--- src/rtl/cpu_register_bank.sv ---
// Register bank with one write port (load/increment/decrement/clear), two
// registered read ports with same-edge write forwarding, and carry/zero flags.
module cpu_register_bank #(
   parameter int WIDTH    = 4,
   parameter int NUM_REGS = 4,
   localparam int AW      = $clog2(NUM_REGS)
) (
   input  logic             clk,
   input  logic             reset,
   input  logic             enable,
   input  logic [1:0]       op,
   input  logic [AW-1:0]    waddr,
   input  logic [WIDTH-1:0] inputD,
   input  logic [AW-1:0]    raddr_a,
   input  logic [AW-1:0]    raddr_b,
   output logic [WIDTH-1:0] outputA,
   output logic [WIDTH-1:0] outputB,
   output logic             carry,
   output logic             zero
);

   typedef enum logic [1:0] {
      OP_LOAD  = 2'b00,
      OP_INC   = 2'b01,
      OP_DEC   = 2'b10,
      OP_CLEAR = 2'b11
   } op_e;

   localparam int NUM_SLOTS = 1 << AW;

   logic [WIDTH-1:0]     regs [NUM_REGS];
   logic [NUM_SLOTS-1:0] addr_ok;
   logic [WIDTH-1:0]     cur_val;
   logic [WIDTH-1:0]     rd_a;
   logic [WIDTH-1:0]     rd_b;
   logic [WIDTH-1:0]     result;
   logic                 result_carry;
   logic                 wr_ok;

   // Address slots beyond NUM_REGS exist only when NUM_REGS is not a power of two.
   for (genvar g = 0; g < NUM_SLOTS; g++) begin : g_addr_ok
      assign addr_ok[g] = (g < NUM_REGS);
   end

   assign wr_ok = enable & addr_ok[waddr];

   // NOTE: every variable driven here gets a default first so no latch is inferred.
   always_comb begin
      cur_val = '0;
      rd_a    = '0;
      rd_b    = '0;
      for (int i = 0; i < NUM_REGS; i++) begin
         if (waddr   == AW'(i)) cur_val = regs[i];
         if (raddr_a == AW'(i)) rd_a    = regs[i];
         if (raddr_b == AW'(i)) rd_b    = regs[i];
      end
   end

   always_comb begin
      result       = cur_val;
      result_carry = 1'b0;
      case (op_e'(op))
         OP_LOAD:  result = inputD;
         OP_INC:   {result_carry, result} = {1'b0, cur_val} + (WIDTH + 1)'(1);
         OP_DEC: begin
            result       = cur_val - WIDTH'(1);
            result_carry = (cur_val == '0);
         end
         OP_CLEAR: result = '0;
         default:  result = cur_val;
      endcase
   end

   // NOTE: the register array is reset too, because a reset must leave every register reading 0.
   always_ff @(posedge clk or negedge reset) begin
      if (!reset) begin
         for (int i = 0; i < NUM_REGS; i++) regs[i] <= '0;
      end else if (wr_ok) begin
         for (int i = 0; i < NUM_REGS; i++) begin
            if (waddr == AW'(i)) regs[i] <= result;
         end
      end
   end

   // NOTE: state uses non-blocking assignments so all flops sample pre-edge values together.
   always_ff @(posedge clk or negedge reset) begin
      if (!reset) begin
         outputA <= '0;
         outputB <= '0;
         carry   <= 1'b0;
         zero    <= 1'b0;
      end else begin
         outputA <= (wr_ok && raddr_a == waddr) ? result : rd_a;
         outputB <= (wr_ok && raddr_b == waddr) ? result : rd_b;
         if (wr_ok) begin
            carry <= result_carry;
            zero  <= (result == '0);
         end
      end
   end

endmodule

--- config.mk ---
export PLATFORM = sky130hd
export DESIGN_NAME = cpu_register_bank
export DESIGN_NICKNAME = d
export VERILOG_FILES = /design/src/rtl/cpu_register_bank.sv
export SDC_FILE = /design/constraint.sdc
export NUM_CORES = 1
export LEC_CHECK = 0
export CAP_MARGIN = 20
export CELL_PAD_IN_SITES_DETAIL_PLACEMENT = 0
export CELL_PAD_IN_SITES_GLOBAL_PLACEMENT = 1
export CORE_AREA = 2 2 59 61
export CTS_CLUSTER_DIAMETER = 150
export CTS_CLUSTER_SIZE = 28
export DETAILED_ROUTE_END_ITERATION = 7
export DIE_AREA = 0 0 61 63
export DONT_BUFFER_PORTS = 1
export PLACE_DENSITY = 0.74
export SYNTH_ARGS = -nofsm -noshare
export SYNTH_HDL_FRONTEND = slang
export SYNTH_SLANG_ARGS = --single-unit
--- constraint.sdc ---
create_clock -name clk -period 3.8 [get_ports clk]
set_input_delay 0.76 -clock clk [delete_from_list [all_inputs] [get_ports clk]]
set_output_delay 0.76 -clock clk [all_outputs]
set_load 0.005 [all_outputs]
After elaboration in Yosys (flattened, before gate mapping) --
Cells that the tools add are included.
Storage, ports and cells: bits in registers 26, output and inout port bits 10, word-level logic and storage cells 56
Cells by class: equality and inequality tests 14, multiplexer cells 18, order comparisons 1, bitwise gates (word level) 1, $add $sub $neg 2, reductions and logical operators 12
Operator list (count):
- $mux 4 | 14
- $eq 2x2->1 const B | 8
- $pmux 4 s4 | 1
- $eq 2x1->1 const B | 4
- $logic_not 2->1 | 4
- $logic_not 4->1 | 2
- $reduce_and 2->1 | 4
- $add 4x1->5 const B | 1
- $eq 2x2->1 | 2
- $sub 4x1->4 const B | 1
- $lt 2x3->1 const B | 1
- $bmux 1 s2 | 1
- $logic_and 1x1->1 | 2
- $pmux 1 s2 | 1
- $and 1x1->1 | 1
- $mux 1 | 1

Logic depth before layout (Yosys ltp) --
Gate-level depths: netlist (run 1).
word-level depth 8, mapped depth 9, gate-level depth less buffers 8

Worst setup path after synthesis (run 1) --
Ideal clock, no wire load.
path type input port to flip-flop, start in waddr[1], end reg zero, data arrival time 2476 ps, setup slack 1203 ps, buffers on the path 1, stages 6, path through clkbuf_1 mux4_2 or4_1 a21boi_1 o41ai_2 a32o_1
Between the ends: longest elaborated chain between the ends 8
Ends and longest elaborated chain:
- start: declaration | RTL line 12 | input logic [AW-1:0] waddr,
- $logic_not 2->1 | RTL line 53 | if (waddr == AW'(i)) cur_val = regs[i];
- $mux 4 (4 in a row) | RTL line 53
- $sub 4x1->4 / $add 4x1->5 (equally long branches) | RTL line 66, 64
- $pmux 4 s4 | RTL line 62 | case (op_e'(op))
- $logic_not 4->1 | RTL line 97 | zero <= (result == '0);
- end signal: assignment | RTL line 97
- end: declaration | RTL line 19 | output logic zero
Several ways; a longest one is shown, not always the timed one. The select of a mux whose other input is x is not followed. A chain may end at the register's enable or synchronous reset.

Final worst setup path (run 1) --
start reg regs[12] (netlist bit), end reg zero
Between the ends: longest elaborated chain between the ends 7
Ends and longest elaborated chain:
- start: declaration | RTL line 31 | logic [WIDTH-1:0] regs [NUM_REGS];
- start signal: indexed assignment | RTL line 80 | if (waddr == AW'(i)) regs[i] <= result;
- $mux 4 * (4 in a row) | RTL line 53
- $sub 4x1->4 / $add 4x1->5 (equally long branches) | RTL line 66, 64
- $pmux 4 s4 * | RTL line 62
- $logic_not 4->1 * | RTL line 97
Every way passes the cells marked *; elsewhere a longest branch is shown, timed or not.

==> results of run 1 <==
[worst max-delay path, cell delays in order, from the launching register on]
cell,delay (ns)
dfrtp_1,0.46
mux4_1,0.60
inv_1,0.14
ha_1,0.25
mux2i_1,0.15
nor2_1,0.05
a21oi_1,0.52
and3_1,0.26
a32o_1,0.16
[through the flow]
step                      hold slack [ns]  std cells
after floorplan                    0.4644        144
after global placement             0.4655        183
after detailed placement           0.4655        183
after CTS                         0.09804        187
after global routing              0.05838        187
final                              0.1060        187
[report_power, final]
group / leakage [nW] / switching (mW) / internal (mW)
combinational: 0.335 / 0.0996 / 0.107
sequential: 0.337 / 0.0541 / 0.339
clock: 0.0279 / 0.0827 / 0.107
[final timing paths]
check / endpoint / cells past startpoint
worst max-delay path: zero / 8
worst min-delay path: outputB[0] / 0
worst max register to register: zero / 8
worst min register to register: carry / 1
max in group asynchronous: regs[14] / 0
min in group clk: carry / 1
[cell families (layout without fill, tap and decap cells)]
kind of cell               after synthesis  in the layout  share of synthesized area [%]
xor gates and xnor gates                 6              6                          3.404
AOI/OAI and AO/OA                       36             36                          13.86
and+or+nand+nor                         43             43                          12.64
adders and majority gates                5              5                          4.052
muxes                                   15             15                          20.18
buffers and inverters                   13             10                          3.727
DFF                                     26             26                          42.14
[routing by layer]
| metal | GRT usage [%] | vias to the layer above |
|---|---|---|
| met5 | 0 | - |
| met4 | 4.620 | 0 |
| met3 | 4.348 | 2 |
| met2 | 26.61 | 37 |
| met1 | 28.07 | 508 |
| li1 | - | 522 |
[synthesized netlist by cell type (all sizes together)]
master   instances
or3              1
nor4b            1
nor3             2
nand2b           2
mux2i            3
or4              1
dfrtp           26
o31ai            1
mux4            12
nand3b           2
nor2             2
and3             1
o41ai            1
a221o            1
a21boi           1
o21ai           25
ha               5
a31oi            2
nand3            3
o2bb2ai          1
a32o             1
o22ai            1
nand2           28
clkbuf           5
inv              6
a21oi            2
buf              2
xor2             2
xnor2            4
[cell usage in the layout, fill, tap and decap left out, drive strengths merged, types with 2 or more instances in the layout]
master | Yosys | final
nand2b | 2 | 2
a21oi | 2 | 2
xor2 | 2 | 2
a31oi | 2 | 2
o21ai | 25 | 25
nand3 | 3 | 3
xnor2 | 4 | 4
mux2i | 3 | 3
ha | 5 | 5
mux4 | 12 | 12
dfrtp | 26 | 26
nor3 | 2 | 2
nand2 | 28 | 28
inv | 6 | 6
nor2 | 2 | 2
nand3b | 2 | 2
clkbuf | 5 | 3
[layout make-up]
cell class                 count  area (um^2)
sequential                    26        650.6
clock buffer                   3        22.52
multi-input combinational    105        835.8
fill                         307         1613
tap                           46        57.56
clock inverter                 1        30.03
inverter                       6        22.52
[sequential cells by signal (all words and copies together), names as in the netlist]
signal / cells
outputA: 4
carry: 1
regs: 16
zero: 1
outputB: 4
==> impl_metrics.tcl, run 1 <==
set metrics [dict create \
    status "finished, final reports clean" \
    cp.arrival_ns 2.91 \
    cts_resized 0 \
    clkTransAtPathRegs_ns 0.14 \
    reg2reg_slack_ns 1.16 \
    wl_per_cell_um 16.27 \
    hpwl_um 2339 \
    min-delay-path-class "in2async" \
    syn-num-nets 164 \
    setup-tns-final_ns 0 \
    grt_max_degree 27 \
    drv_slew 0 \
    dr.max_layer_used "met4" \
    synth_area_leaders "dfrtp_1 42%, mux4_2 13%, o21ai_0 8.1%" \
    rsz0062_at_grt "no" \
    end_kind "flip-flop" \
    synth_area_um2 1544 \
    grt_first_pass_wirelength_um 5271 \
    htreeDepth 1 \
    setup_viol 0 \
    worstSetupStartpointType "flip-flop" \
    io_buffers 0 \
    synth_top_area_share_pct 42.14 \
    wl_met3_um 177 \
    clockBufferDepth 2 \
    post_cts_buffers 0 \
    wirelength_um 3042 \
    critPathMaxFanout 7 \
    cts_buffers 3 \
    place_ws_ns 0.8434 \
    period_needed_ns 2.643 \
    yosysTopAreaCell "dfrtp_1" \
    max_cap_viol_count 0 \
    r2r_start "regs[12]" \
    die_w_um 61 \
    routabilityCongestion 0.8784 \
    dieHeight_um 63 \
    post_dp_cell_area_um2 1567 \
    drc 0 \
    p_per_area_nw_per_um2 487.5 \
    hold_viol_final 0 \
    area_delta_synth_final_pct 4.862 \
    synth_cells 144 \
    antenna_found_initial 0 \
    dr.pass1.iters 4 \
    skew_ns 0.005202 \
    layout.nets 162 \
    ys_seq_area_share_pct 42.14 \
    peakVddDrop_uv 263.6 \
    drive_gt1_share_pct 10.64 \
    ant_nets 0 \
    final_core_utilization_pct 50.10 \
    insertion_delay_ns 0.32 \
    timing.slew.headroom_pct 44.75 \
    rows 21 \
    grt.overflow.total 0 \
    die_area_um2 3843 \
    via_per_inst 5.717 \
    ys.warnings.count 0 \
    ios 25 \
    crit_required_ns 4.07 \
    core_area_um2 3232 \
    ys_seq_elements 26 \
    yosysUniqueCellTypes 31 \
    dr_total_vias 1069 \
    wl_met2_um 1466 \
    post-route-period-util_pct 69.54 \
    worst_slack_ns 1.157 \
    cts.sinks 26 \
    cts-root-buf "clkbuf_4" \
    first_global_vias 995 \
    met1Wirelength_um 1379 \
    ctsHoldBuffers 0 \
    fmax_mhz 378.4 \
    cp-startpoint "regs[12]" \
    syn_avg_cell_area_um2 10.72 \
    diodes 0 \
    drt_iter0_drc 60 \
    path_class "reg2reg" \
    leakagePower_nw 0.6995 \
    start_util_pct 47.77 \
    power_mw 0.7892 \
    grt_util_all_layers_pct 18.51 \
    stdcell_area_um2 1619 \
    tightest_slew_ns 0.8201 \
    cts_tree "done" \
]
Power figures use the tool's default switching activity.
==> inputs of run 2 (changes only) <==
- CORE_AREA: 2 2 59 61 -> 2 2 60 62
- DIE_AREA: 0 0 61 63 -> 0 0 62 64
- PLACE_DENSITY: 0.74 -> 0.72
- clock period: 3.8 -> 2.5 ns (I/O delays scaled with it)
==> impl_metrics.tcl, run 2 (synthesis results as in run 1) <==
set metrics [dict create \
    clock_power_share_pct 23.6 \
    diodes 0 \
    stdcell_area_um2 1687 \
    rsz0062_at_grt "no" \
    ant_nets 0 \
    layout.nets 167 \
    crit_required_ns 2.73 \
    drive_gt1_share_pct 13.70 \
    reg.largest.list "regs: 16 flops, outputA: 4 flops, outputB: 4 flops" \
    die_w_um 62 \
    holdPathEnd "carry" \
    cts-root-buf "clkbuf_4" \
    hold_viol_final 0 \
    cp.arrival_ns 2.62 \
    worst-path-buf-inv 0 \
    hp-start "enable" \
    routabilityCongestion 0.8262 \
    crit_chain "mux4_1, or4_1, a21boi_2, o41ai_4, a32o_1" \
    combPwrFrac_pct 28.4 \
    min-delay-path-class "in2reg" \
    die_area_um2 3968 \
    hpwl_um 2595 \
    seq_power_share_pct 48.0 \
    skew_ns 0.006736 \
    post_dp_cell_area_um2 1589 \
    final_cell_mix "28 x nand2_1, 26 x dfrtp_1, 25 x o21ai_0, 9 x mux4_2, 6 x inv_1" \
    p_sw_mw 0.3890 \
    grt_first_pass_wirelength_um 5768 \
    path_class "reg2reg" \
    insertion_delay_ns 0.33 \
    fillerInstances 296 \
    cpPeakStageDelay_ns 0.62 \
    period_needed_ns 2.388 \
    p_per_area_nw_per_um2 741.5 \
    dieHeight_um 64 \
    top_register "regs" \
    r2r_start "regs[8]" \
    leakagePower_nw 0.7300 \
    grt_max_degree 27 \
    status "finished, final reports clean" \
    first_global_vias 1115 \
    drc 0 \
    end_kind "flip-flop" \
    peakVddDrop_uv 235.2 \
    via_per_inst 5.917 \
    drt_iter0_drc 79 \
    post_cts_buffers 0 \
    critPathTopFamily "compound AO/OA/AOI/OAI gates" \
    io_buffers 0 \
    grt_util_all_layers_pct 20.02 \
    rr_endpoint "zero" \
    final_common_cell "nand2_1" \
    area_delta_synth_final_pct 9.238 \
    cts.sinks 26 \
    fmax_mhz 418.8 \
    cts_tree "done" \
    post-route-period-util_pct 95.51 \
    antenna_found_initial 0 \
    power_mw 1.251 \
    htreeDepth 1 \
    power_switching_share_pct 31.10 \
    ios 25 \
    reg2reg_slack_ns 0.11 \
    slowest_stage "mux4_1" \
    worstSetupStartpointType "flip-flop" \
    critPathMaxFanout 7 \
    tightest_slew_ns 0.6150 \
    max_cap_viol_count 0 \
    drv_slew 0 \
    dr.pass1.iters 4 \
    reg2regPathDepth 5 \
    dr_total_vias 1136 \
    wirelength_um 3499 \
    setup_viol 0 \
    largest_reg_flops 16 \
    timing.slew.headroom_pct 58.43 \
    start_util_pct 47.01 \
    clkTransAtPathRegs_ns 0.15 \
    p_int_mw 0.8617 \
    wl_per_cell_um 18.22 \
    hold_path_depth 2 \
    final_core_utilization_pct 51.35 \
    cts_buffers 3 \
    grt.overflow.total 0 \
    core_area_um2 3284 \
    clockBufferDepth 2 \
    rows 21 \
]
run 2: changes by cell type in the layout (fill, tap and decap cells not counted), sizes merged:
cell	before	now
buf	0	4
dlygate4sd3	0	1
run 2: final cells by class:
class                      instances  area, um^2  share of cell area [%]
clock buffer                       3       22.52                   1.335
multi-input combinational        105       850.8                   50.45
timing repair buffer               5       52.55                   3.116
sequential                        26       650.6                   38.58
clock inverter                     1       30.03                   1.780
inverter                           6       22.52                   1.335
tap                               46       57.56                   3.412
run 2: worst max path at each step:
stage,from,end,slack (ns),cells after the start
3_3_place_gp,waddr[0],regs[3],0.02,5
6_report,regs[8],zero,0.11,5
4_1_cts,regs[8],zero,0.06,5
3_5_place_dp,waddr[0],regs[11],-0.04,5
2_1_floorplan,waddr[1],zero,0.16,6
5_1_grt,regs[8],zero,0.02,5
run 2: per-layer routing:
metal / track usage, % / vias to the layer above / share of wire [%]
met5: 0 / - / 0
met4: 6.383 / 0 / 1.6
met3: 6.275 / 8 / 5.3
met2: 29.17 / 31 / 48
met1: 28.14 / 568 / 45
li1: - / 529 / -
run 2: what timing repair did:
item                                    4_1_cts  5_1_grt
endpoints found under the hold margin        26        0
endpoints found under the setup margin        0        7
hold buffers                                  2        0
resized for setup                             0        2
run 2: power by group through the flow:
stage	clock network (mW)	registers [mW]	logic (mW)
after global placement	0	0.601	0.325
after detailed placement	0	0.606	0.333
after floorplan	0	0.578	0.273
after CTS	0.298	0.600	0.348
after global routing	0.320	0.616	0.396
final	0.295	0.600	0.355
run 2: per-stage QoR:
stage	hold slack [ns]	TNS [ns]	setup slack, ns	cells
global placement	0.2053	0	0.02304	186
detailed placement	0.2052	-0.1061	-0.04108	186
global route	0.3084	0	0.02482	192
finish	0.2945	0	0.1123	192
floorplan	0.2044	0	0.1626	144
CTS	0.2981	0	0.05975	192
==> RTL edit 1, RTL diff (config.mk and constraints of run 2) <==
Make the reset (`reset`) synchronous in 2 clocked blocks.
--- a/src/rtl/cpu_register_bank.sv
+++ b/src/rtl/cpu_register_bank.sv
@@ -73,5 +73,5 @@
 
    // NOTE: the register array is reset too, because a reset must leave every register reading 0.
-   always_ff @(posedge clk or negedge reset) begin
+   always_ff @(posedge clk) begin
       if (!reset) begin
          for (int i = 0; i < NUM_REGS; i++) regs[i] <= '0;
@@ -84,5 +84,5 @@
 
    // NOTE: state uses non-blocking assignments so all flops sample pre-edge values together.
-   always_ff @(posedge clk or negedge reset) begin
+   always_ff @(posedge clk) begin
       if (!reset) begin
          outputA <= '0;
Formal check against the unedited RTL: differs if reset is asserted again (counterexample within 4 cycles, from zero or initial values and one cycle with reset low); with reset held inactive, the same outputs for 4 cycles.
==> RTL edit 1 against run 2 <==
- synthesized cell count is 2.1% higher
- sequential share of layout area is 1.9 points higher
- clock skew is 3.7 ps lower
- worst setup slack better by 62 ps
- hold slack worse by 2.4 ps
- maximum frequency is 2.7% higher
- core utilization is 0.19 points lower
- routed wire length is 4.3% lower
- final cell count is 0.52% lower
- sequential cell count stayed put
- cell area is 0.37% lower
- synthesized area is 3.5% higher
- largest cell class unchanged
Power is not compared: it rests on default switching activity, and its combinational part moved more than twofold at a synthesized area within 25%.
==> RTL edit 1: results <==
{
  "grt_max_degree": 21,
  "wl_per_cell_um": 17.53,
  "place_ws_ps": 36.57,
  "synth_commonest_cells": "21 x nor2_1, 16 x edfxtp_1, 13 x nand2_1, 12 x mux4_2, 10 x dfxtp_1",
  "globalplace.congestion": 0.8436,
  "cp.arrival_ps": 2420,
  "syn-instance-count": 147,
  "r2r_cells": 6,
  "grt_pass1_wl_um": 5575,
  "grt_use_met3_pct": 8.097,
  "met1_usage_pct": 22.75,
  "reg2reg_to": "regs[1][2]",
  "wl_met1_um": 1356,
  "crit_start": "regs[3][1]",
  "drt_iter0_drc": 49,
  "outcome": "finished, final reports clean",
  "synth_edf_count": 16,
  "place_area_um2": 1625,
  "yosys-top-cells-area": "edfxtp_1 30%, mux4_2 17%, dfxtp_1 13%",
  "drive_above_1_share_pct": 15.17,
  "whs_path_depth": 1,
  "yosys_warnings": 0,
  "synth_cell_types": 32,
  "placed_cells": 187,
  "synth_async_sr_flop_share_pct": 0,
  "met2_usage_pct": 29.69,
  "hold_end": "outputB[0]",
  "via_count": 1156,
  "route.met3.wl_um": 316,
  "worstMarginPinSlew_ps": 622.0,
  "synth-seq-area-share_pct": 42.60,
  "port_buffers": 0,
  "regToRegSetupSlack_ps": 170,
  "wl_met2_um": 1570,
  "clk_pin_slew_ps": 140,
  "syn-num-nets": 167,
  "ys.flop_type": "edfxtp_1",
  "antenna_found_initial": 0,
  "track_usage_pct": 19.25,
  "clock_skew_ps": 3.065,
  "final_hold_viol_count": 0,
  "critPathMaxFanout": 5,
  "wl_um": 3348,
  "post-dp-hpwl_um": 2627,
  "final.period_utilization_pct": 93.01,
  "hp-start": "reset"
}
RTL edit 1: logic make-up (layout without fill, tap and decap cells):
logic type	count (synthesis)	after routing	share of synthesized area [%]
AOI/OAI and AO/OA	21	21	9.240
xor gates and xnor gates	6	6	3.289
adders and majority gates	5	5	3.915
buffers and inverters	13	11	3.994
DFF	26	26	42.60
muxes	14	14	18.17
and+or+nand+nor	62	62	18.79
RTL edit 1: cell type report:
class,count,area [µm²]
clock buffer,3,22.52
clock inverter,1,30.03
fill,315,1604
inverter,5,18.77
multi-input combinational,108,855.8
sequential,26,680.7
tap,46,57.56
timing repair buffer,2,15.01
RTL edit 1: how the worst max path moves through the flow:
stage / endpoint / depth (start not counted)
2_1_floorplan: regs[0][2] / 7
3_3_place_gp: regs[1][2] / 6
3_5_place_dp: regs[1][2] / 6
4_1_cts: regs[2][2] / 6
5_1_grt: zero / 9
6_report: regs[1][2] / 6
RTL edit 1: repair_timing:
action | CTS | global route
setup buffers | 0 | 0
resized for setup | 0 | 1
setup endpoints to repair | 0 | 4
RTL edit 1: critical path, stage by stage, from the launching register on:
cell and delay [ps]:
edfxtp_1 460, mux4_2 560, ha_1 240, xor2_1 160, a221oi_1 390, or2_4 230, nor2_1 50
RTL edit 1: power groups by stage:
stage | Sequential, W | Clock (W) | Combinational (W)
detailed placement | 0.000510 | 0 | 0.000163
CTS | 0.000500 | 0.000291 | 0.000163
global placement | 0.000508 | 0 | 0.000162
floorplan | 0.000502 | 0 | 0.000145
global route | 0.000505 | 0.000306 | 0.000183
finish | 0.000500 | 0.000288 | 0.000165
RTL edit 1: per-stage QoR:
stage                     utilization, %  hold slack, ps
after CTS                          51.09           279.5
after detailed placement           49.49           480.4
final                              51.16           292.0
after floorplan                        -           461.5
after global placement             49.49           478.8
after global routing               51.16           265.3
==> RTL edit 2, RTL diff (config.mk and constraints of run 2) <==
Made on the original files. `NUM_REGS`: 4 -> 2.
--- a/src/rtl/cpu_register_bank.sv
+++ b/src/rtl/cpu_register_bank.sv
@@ -3,5 +3,5 @@
 module cpu_register_bank #(
    parameter int WIDTH    = 4,
-   parameter int NUM_REGS = 4,
+   parameter int NUM_REGS = 2,
    localparam int AW      = $clog2(NUM_REGS)
 ) (
Ports: changed (resized raddr_a, raddr_b and waddr); port bits go from 25 to 22. No check against the original RTL was run, so the function may have changed too.
==> RTL edit 2 against run 2 <==
- worst setup slack better by 280 ps
- maximum frequency increased by 13%
- hold slack better by 48 ps
- routed wire length is 32% lower
- total power shrank 36%
- synthesized area decreased by 29%
- synthesized cell count is 25% lower
- cell area is 30% lower
- sequential cell count shrank 8
- largest power group unchanged
==> RTL edit 2: results <==
{
  "r2r_cells": 8,
  "clk_latency_ps": 290,
  "regToRegSetupSlack_ps": 390,
  "whs_path_depth": 2,
  "htreeDepth": 1,
  "crit_slowest_cell": "dfrtp_1",
  "post-cts-setup-buffer-count": 0,
  "cts.path.max_buffers": 2,
  "via_count": 809,
  "outcome": "finished, final reports clean",
  "cts_root_buf": "clkbuf_4",
  "clock_skew_ps": 2.645,
  "grt_pass1_vias": 873,
  "post-dp-hpwl_um": 1910,
  "final_nets": 131,
  "globalplace.congestion": 0.7485,
  "synth_async_sr_flop_share_pct": 100.0,
  "drt_iter0_drc": 21,
  "cts_hold_buf": 1,
  "hp-start": "enable",
  "track_usage_pct": 13.69,
  "ir_worst_vdd_mv": 0.1835,
  "drt_first_pass_iters": 4,
  "placed_cells": 153,
  "antenna_found_initial": 0,
  "wl_per_cell_um": 15.12,
  "numCtsBuffers": 3,
  "final_hold_viol_count": 0,
  "grt_max_degree": 19,
  "r2r-start": "regs[4]",
  "hold_end": "carry",
  "clk_pin_slew_ps": 100,
  "via_per_inst": 5.120,
  "synth-seq-area-share_pct": 41.38,
  "fillers": 338,
  "slowest_delay_ps": 480,
  "grt_pass1_wl_um": 4022,
  "hp-class": "in2reg",
  "reg_top3": "regs x8, outputA x4, outputB x4",
  "yosys_warnings": 0,
  "yosys-top-cells-area": "dfrtp_1 41%, mux2_2 9.3%, nand2_1 7.6%",
  "critPathMaxFanout": 6,
  "drive_above_1_share_pct": 16.07,
  "synth_commonest_cells": "22 x nand2_1, 18 x dfrtp_1, 15 x o21ai_0, 9 x mux2_2",
  "syn-instance-count": 108,
  "relSlewSlack_pct": 46.69,
  "reg2reg_to": "zero",
  "cts_resized": 0,
  "synth_cell_types": 27,
  "cp.arrival_ps": 2340,
  "num_antenna_cells": 0,
  "p_leak_nw": 0.5263,
  "port_buffers": 0
}
## RTL edit 2: worst max path at each step
stage,startpoint,endpoint,cells past startpoint
finish,regs[4],zero,8
global route,regs[4],zero,8
detailed placement,waddr,zero,8
global placement,waddr,zero,8
CTS,regs[4],zero,8
floorplan,waddr,zero,8
## RTL edit 2: cell families (layout without fill, tap and decap cells)
logic type,Yosys count,count (layout),share of synthesized area [%]
AO/OA/AOI/OAI,25,25,16.09
XOR/XNOR,6,6,4.828
adder cells (fa/ha/maj),6,6,6.896
buffers and inverters,6,10,2.759
flip-flops,18,18,41.38
multiplexers,13,13,13.68
AND/OR/NAND/NOR,34,34,14.37
## RTL edit 2: through the flow
step           hold WS (ps)  setup WS, ps  area [µm²]
4_1_cts               342.1         374.7        1181
5_1_grt               347.1         261.7        1181
6_report              342.7         391.6        1181
2_1_floorplan         204.4         536.8        1089
3_3_place_gp          204.9         351.1        1135
3_5_place_dp          204.9         327.6        1135
## RTL edit 2: layout make-up
class                      count  share of cell area (%)
timing repair buffer           1                  0.8475
tap                           46                   4.873
sequential                    18                   38.14
inverter                       5                   1.589
multi-input combinational     84                   51.48
clock buffer                   4                   3.072
## RTL edit 2: where the power goes
part / internal, W / switching [W]
Combinational: 0.000105 / 0.000113
Sequential: 0.000346 / 0.0000615
Clock: 0.0000888 / 0.0000883
Total: 0.000539 / 0.000263
## RTL edit 2: layer usage
layer  part of all wire [%]  GRT usage (%)  vias to the layer above
met5                      0              0                        -
met4                    1.0          3.457                        0
met3                    7.7          4.858                        2
met2                     50          22.40                       30
met1                     41          16.71                      390
li1                       -              -                      387
## RTL edit 2: worst max-delay path: cells and delay by family, from the launching register on
family	cells	cell delay, ps
AOI/OAI and AO/OA	2	500
DFF	1	480
muxes	2	470
and+or+nand+nor	2	270
adders and majority gates	1	240
buffers and inverters	1	90
